File: src/rtl/mem_test_pkg.sv
// Shared definitions for the memory test responder and mem_test_sm.
// Holds the responder state encoding, byte-enable width helpers and
// the status codes mem_test_sm already reports.
package mem_test_pkg;

    typedef enum logic [2:0] {
        IDLE    = 3'd0,
        WR_REQ  = 3'd1,
        RD_REQ  = 3'd2,
        RD_WAIT = 3'd3,
        CONFIRM = 3'd4,
        RELEASE = 3'd5
    } resp_state_t;

    localparam int DEF_WORD_WIDTH = 32;
    localparam int BE_WIDTH       = DEF_WORD_WIDTH / 8;

    // Status codes shared with mem_test_sm.
    localparam logic [3:0] STATE_CLEAR    = 4'h0;
    localparam logic [3:0] STATE_FINISHED = 4'hf;

    function automatic int be_width(input int word_width);
        return word_width / 8;
    endfunction

endpackage

File: src/rtl/mem_test_responder.sv
// Memory-side responder for mem_test_sm: turns level-held write/read
// requests into single Avalon-MM pipelined transactions and returns a
// one-cycle confirm pulse plus the last read data (pattern_rb).
//
// Ports:
//   clk, reset            system clock, synchronous active-high reset
//   write, read           requests from mem_test_sm, held until confirm
//   gen_address, gen_word word address and write data / expected pattern
//   confirm               one-cycle completion pulse
//   pattern_rb            last captured read data
//   busy                  high outside IDLE
//   avm_*                 Avalon-MM pipelined master port
//   timeout_err           sticky timeout flag
//
// Optional feature macro: MEM_TEST_RESPONDER_TIMEOUT_EN
//   Defined: wait states give up after TIMEOUT_CYCLES cycles.
//   Undefined: waits indefinitely, timeout_err tied low.
module mem_test_responder
    import mem_test_pkg::*;
#(
    parameter int ADDR_WIDTH     = 32,
    parameter int WORD_WIDTH     = 32,
    parameter int ADDR_SHIFT     = 2,
    parameter int TIMEOUT_CYCLES = 1024
) (
    input  logic                    clk,
    input  logic                    reset,
    input  logic                    write,
    input  logic                    read,
    input  logic [ADDR_WIDTH-1:0]   gen_address,
    input  logic [WORD_WIDTH-1:0]   gen_word,
    output logic                    confirm,
    output logic [WORD_WIDTH-1:0]   pattern_rb,
    output logic                    busy,
    output logic [ADDR_WIDTH-1:0]   avm_address,
    output logic                    avm_write,
    output logic                    avm_read,
    output logic [WORD_WIDTH-1:0]   avm_writedata,
    output logic [WORD_WIDTH/8-1:0] avm_byteenable,
    input  logic                    avm_waitrequest,
    input  logic [WORD_WIDTH-1:0]   avm_readdata,
    input  logic                    avm_readdatavalid,
    output logic                    timeout_err
);

    localparam int BW = be_width(WORD_WIDTH);

    if (WORD_WIDTH % 8 != 0 || TIMEOUT_CYCLES < 1) begin : g_bad_param
        $error("mem_test_responder: bad WORD_WIDTH or TIMEOUT_CYCLES");
    end

    resp_state_t state, state_next;

    logic [ADDR_WIDTH-1:0] addr_q;
    logic [WORD_WIDTH-1:0] data_q;
    logic [WORD_WIDTH-1:0] rb_q;
    logic                  latch_req;
    logic                  capture_rd;
    logic                  timed_out;
    logic                  expired;

    // State register
    always_ff @(posedge clk) begin
        if (reset) begin
            state <= IDLE;
        end else begin
            state <= state_next;
        end
    end

    // Next state and Moore outputs
    always_comb begin
        state_next     = state;
        confirm        = 1'b0;
        busy           = 1'b1;
        avm_write      = 1'b0;
        avm_read       = 1'b0;
        avm_byteenable = '0;
        latch_req      = 1'b0;
        capture_rd     = 1'b0;
        timed_out      = 1'b0;
        unique case (state)
            IDLE: begin
                busy = 1'b0;
                // Write has priority when both requests are up.
                if (write) begin
                    latch_req  = 1'b1;
                    state_next = WR_REQ;
                end else if (read) begin
                    latch_req  = 1'b1;
                    state_next = RD_REQ;
                end
            end
            WR_REQ: begin
                avm_write      = 1'b1;
                avm_byteenable = {BW{1'b1}};
                if (!avm_waitrequest) begin
                    state_next = CONFIRM;
                end else if (expired) begin
                    timed_out  = 1'b1;
                    state_next = CONFIRM;
                end
            end
            RD_REQ: begin
                avm_read       = 1'b1;
                avm_byteenable = {BW{1'b1}};
                if (!avm_waitrequest) begin
                    state_next = RD_WAIT;
                end else if (expired) begin
                    timed_out  = 1'b1;
                    state_next = CONFIRM;
                end
            end
            RD_WAIT: begin
                if (avm_readdatavalid) begin
                    capture_rd = 1'b1;
                    state_next = CONFIRM;
                end else if (expired) begin
                    timed_out  = 1'b1;
                    state_next = CONFIRM;
                end
            end
            CONFIRM: begin
                confirm    = 1'b1;
                state_next = RELEASE;
            end
            RELEASE: begin
                state_next = IDLE;
            end
            default: begin
                state_next = IDLE;
            end
        endcase
    end

    // Request latch and readback register
    always_ff @(posedge clk) begin
        if (reset) begin
            addr_q <= '0;
            data_q <= '0;
            rb_q   <= '0;
        end else begin
            if (latch_req) begin
                addr_q <= gen_address << ADDR_SHIFT;
                data_q <= gen_word;
            end
            if (capture_rd) begin
                rb_q <= avm_readdata;
            end else if (timed_out && state != WR_REQ) begin
                // Report the expected pattern so the checker sees no flips.
                rb_q <= data_q;
            end
        end
    end

    assign avm_address   = addr_q;
    assign avm_writedata = data_q;
    assign pattern_rb    = rb_q;

`ifdef MEM_TEST_RESPONDER_TIMEOUT_EN
    localparam int CNT_W = $clog2(TIMEOUT_CYCLES) + 1;

    logic [CNT_W-1:0] cnt;
    logic             err_q;

    assign expired = (cnt == CNT_W'(TIMEOUT_CYCLES - 1));

    always_ff @(posedge clk) begin
        if (reset) begin
            cnt   <= '0;
            err_q <= 1'b0;
        end else begin
            if (state_next != state) begin
                cnt <= '0;
            end else if (state inside {WR_REQ, RD_REQ, RD_WAIT}) begin
                cnt <= cnt + CNT_W'(1);
            end
            if (timed_out) begin
                err_q <= 1'b1;
            end
        end
    end

    assign timeout_err = err_q;
`else
    assign expired     = 1'b0;
    assign timeout_err = 1'b0;
`endif

endmodule
File: config.mk
export PLATFORM = sky130hd
export DESIGN_NAME = mem_test_responder
export DESIGN_NICKNAME = d
export VERILOG_FILES = /design/src/rtl/mem_test_pkg.sv /design/src/rtl/mem_test_responder.sv
export SDC_FILE = /design/constraint.sdc
export NUM_CORES = 1
export LEC_CHECK = 0
export ABC_AREA = 1
export CORE_ASPECT_RATIO = 2
export CORE_UTILIZATION = 39
export DETAILED_ROUTE_END_ITERATION = 10
export PLACE_DENSITY = 0.81
export SYNTH_ARGS = -nofsm -noshare
export SYNTH_HDL_FRONTEND = slang
export SYNTH_SLANG_ARGS = --single-unit
File: constraint.sdc
create_clock -name clk -period 2 [get_ports clk]
set_clock_uncertainty 0.2 [all_clocks]
set_input_delay 0.3 -clock clk [delete_from_list [all_inputs] [get_ports clk]]
set_output_delay 0.3 -clock clk [all_outputs]
set_load 0.1 [all_outputs]
Yosys cells after proc, flatten, opt, wreduce, memory -nomap -nowiden
Index checks and enable logic that the tools add are counted.
{"block": "totals", "regBits": 97, "inputBits": 102, "word_cells": 32}
{"block": "classes", "n_eq_ne": 8, "muxes": 17, "n_reduce_logical": 3}
{"cell": "$mux 32", "n": 1}
{"cell": "$mux 3", "n": 5}
{"cell": "$pmux 3 s5", "n": 1}
{"cell": "$mux 1", "n": 9}
{"cell": "$eq 3x2->1 const B", "n": 2}
{"cell": "$ne 2x2->1 const B", "n": 3}
{"cell": "$mux 4", "n": 1}
{"cell": "$reduce_and 4->1", "n": 1}
{"cell": "$eq 3x1->1 const B", "n": 1}
{"cell": "$eq 3x3->1 const B", "n": 1}
{"cell": "$logic_not 3->1", "n": 1}
{"cell": "$ne 3x3->1 const B", "n": 1}
{"cell": "$reduce_or 2->1", "n": 1}

Depth between registers and ports, before layout
{"block": "depth", "depth_word": 3, "depth_mapped": 7}

Worst setup path before layout
OpenSTA, ideal clock, no wires.
{"block": "synth_path", "kind": "flip-flop to output port", "from": "register state[2]", "to": "output avm_byteenable[1]", "arrival_ns": 1.778, "path_slack_ns": -0.278, "stages_incl_launch_ff": 5, "path_buffers": 1, "path_cell_list": "dfxtp_1 nor2_4 nand2_1 nand2_1 buf_4"}
{"block": "synth_between", "elab_chain_len": 3}
{"element": "from (decl)", "line": "mem_test_responder.sv:52", "source": "resp_state_t state, state_next;"}
{"element": "from (signal assigned)", "line": "mem_test_responder.sv:67", "source": "state <= state_next;"}
{"element": "$eq 3x2->1 or $eq 3x1->1 (tied branches)", "line": "mem_test_responder.sv:82", "source": "unique case (state)"}
{"element": "$reduce_or 2->1 (no line) *"}
{"element": "$mux 4 *", "line": "mem_test_responder.sv:82"}
{"element": "to (decl)", "line": "mem_test_responder.sv:39", "source": "output logic [WORD_WIDTH/8-1:0] avm_byteenable,"}
Mark *: on every way between the ends. The rest lies on a longest branch, timed or not.

Worst setup path in the final report
{"block": "layout_path", "from": "register state[1]", "to": "output avm_byteenable[1]"}
The elaborated chain is that of the path after synthesis.

==> metrics.csv <==
stage,metric,value,unit
status,outcome,finished with violations,
status,violated checks,design-rule violations,
synth,"area leader, netlist",dfxtp_1,
cts,Num CTS Buffers,9,
sta,# setup viols final,0,
global_routing,grt met2 use,38.3,%
worst_setup_path,slowest cell delay on critical path,0.45,ns
synth,Synth Instances,466,
global_routing,first-pass GRT wire length,16200,um
worst_setup_path,worst path bufs/invs,2,
global_routing,GRT Total Usage,20.3,%
placed_design,post-DP HPWL,7820,um
global_routing,vias in the first global route,3667,
worst_setup_path,Critical Path RT,1.50,ns
synth,Mapped Area,3760,sq um
global_routing,GRT overflow,0,
sta,final worst slack,0.107,ns
global_routing,met1 Usage GRT,19.7,%
cts,Clock Pin Slew Worst Setup and Hold Paths,0.07,ns
floorplan,Chip Height,141,um
synth,Post-synth EDFFs,0,
floorplan,Die ar.,10100,sq um
cts,H-tree Lvls,3,
floorplan,number of core rows,50,
drt,Vias,3658,
synth,"Warnings, synthesis",0,
drt,drt first-iter violations,124,
worst_setup_path,Setup crit end kind,primary output,
worst_setup_path,Critical-path top delay cell,dfxtp_1,
synth,post-synth top area share,51.6,%
placed_design,IO Port Bufs,201,
global_routing,met3 Track Usage GR,4.93,%
final_layout,# fillers,774,
cts,cts hold-fix bufs,0,
drt,routed wire length,10400,um
cts,Max Root-Sink Buffers,2,
synth,Seq cells post-synth,97,
synth,Synth cell types,20,
global_routing,GR peak layer,met2,
worst_setup_path,crit path cell chain,inv_2 > nand3_1 > nand2_4 > buf_12,
synth,most numerous cell in the Yosys netlist,dfxtp_1,
drt,First-pass DRT Iterations,7,
worst_setup_path,crit-path leading delay family,flip-flops,
worst_setup_path,crit path DAT,1.39,ns
sta,RSZ-0062 raised after global routing,no,
final_layout,layout overhead on the synthesized area,60.1,%
sta,Final Hold Viols,0,
synth,mean post-synth cell area,8.08,sq um
sta,period utilization,94.7,%
drt,WL per Instance,13.6,um
sta,"Slew Viols, Final",0,
floorplan,Initial Util,40.1,%
global_routing,initial antenna violation count,0,
floorplan,Top Ports,207,
floorplan,die span in x,71.5,um
final_layout,Antenna diodes,0,
worst_setup_path,Crit Path Max Fanout,6,
drt,DRC,1,
run,max-cap violation count,0,
synth,sequential-to-total area share from yosys stat,51.6,%
floorplan,core area,9380,sq um
synth,dominant cells by area after synthesis,"dfxtp_1, a21oi_1, inv_1, o21ai_0, nand3_1",
worst_setup_path,crit path kind,reg2out,
placed_design,"worst slack, placed",0.0351,ns
global_routing,largest net degree at the start of global routing,66,
worst_setup_path,crit start category,register,
synth,Most used DFF post-synth,dfxtp_1,
cts,CTS tree,done,
drt,Routed Antenna Nets,0,
sta,setup TNS,0,ns
final_layout,Final #Nets,752,
synth,Post-synth ARST share,0,%
placed_design,Placer Congestion,0.818,
sta,highest clock rate,0.528,GHz
drt,Via density,4.82,
synth,Post-synth top cells,"dfxtp_1, a21oi_1, inv_1",
sta,"Min Clock Period, post-route",1.89,ns
cts,Clock Latency Late Sink,0.33,ns
final_layout,layout cells sized above 1,20.8,%
cts,clock sinks,97,
cts,Root Buffer,clkbuf_16,
hold_path,Worst Hold Class,reg2reg,
-- path summary, 6_finish.rpt --
kind | slack, ns | cells past startpoint | endpoint | start
max reg2reg | 0.31 | 5 | pattern_rb[0] | state[1]
min | 0.24 | 2 | avm_writedata[9] | avm_writedata[9]
max | 0.11 | 4 | avm_byteenable[1] | state[1]
min reg2reg | 0.24 | 2 | avm_writedata[9] | avm_writedata[9]
-- layout make-up --
| cell class | count | area, sq um | area share [%] |
|---|---|---|---|
| clock buffers | 11 | 243 | 4.03 |
| clock inverters | 5 | 86.3 | 1.43 |
| inverters | 73 | 274 | 4.55 |
| multi-input cells | 258 | 1270 | 21.0 |
| flip-flops and latches | 97 | 1940 | 32.3 |
| well taps | 104 | 130 | 2.16 |
| repair buffers | 211 | 2080 | 34.5 |
-- cell usage in the layout (no fill, tap or decap) --
cell             instances
nor3_1                   1
dfxtp_2                  2
nand3_4                  1
clkbuf_8                 1
bufinv_16                2
buf_12                  20
nor2_4                   2
nor2_1                   7
nand2_2                  1
nand3_1                 36
nand2_4                  2
dfxtp_1                 95
clkdlybuf4s50_1         99
clkbuf_16                9
inv_2                    1
conb_1                   3
nand4_1                  1
inv_6                    2
o21ai_1                 14
clkinv_4                 1
clkbuf_1                 1
a21oi_1                 96
o21bai_1                 1
o21ai_0                 50
nand2_1                 43
buf_4                   92
inv_1                   72
-- sequential cells by signal, indices dropped and copies added, names as in the netlist --
name           cells
avm_writedata     32
pattern_rb        32
state              3
avm_address       30
-- metrics by stage --
step / area (sq um) / instances / util (%) / hold slack, ns
6_report: 6030 / 759 / 64.2 / 0.243
5_1_grt: 6030 / 759 / 64.2 / 0.264
4_1_cts: 6020 / 759 / 64.2 / 0.246
3_5_place_dp: 5680 / 742 / 60.6 / 0.235
3_3_place_gp: 5680 / 742 / 60.6 / 0.232
2_1_floorplan: 3770 / 468 / - / 0.264
-- worst reg2reg max path, cell delays in order (launching register included) --
cell and delay [ns]:
dfxtp_1 0.45, nand2_2 0.12, nor2_4 0.29, nand2_4 0.29
nand2_1 0.14, a21oi_1 0.08
-- repair_timing --
| item | 4_1_cts | 5_1_grt |
|---|---|---|
| pin swaps | 1 | 0 |
| buffers inserted | 1 | 0 |
| endpoints found under the setup margin | 4 | 4 |
| resized for setup | 1 | 3 |
| hold endpoints to repair | 0 | 0 |
-- per-layer routing --
metal | vias to the layer above | wire length (um)
met5 | - | 0
met4 | 0 | 387
met3 | 27 | 719
met2 | 165 | 5650
met1 | 1604 | 3600
li1 | 1862 | -
-- logic make-up after synthesis --
kind of cell,count (synthesis),share of synthesized area [%]
other,1,0.0996
flip-flops,97,51.6
AO/OA/AOI/OAI,161,21.5
AND/OR/NAND/NOR,94,11.5
buffers and inverters,113,15.3
Power is left out: the tool's default activity adds up to more than one toggle a clock period on the data nets, which glitch-free logic cannot reach.
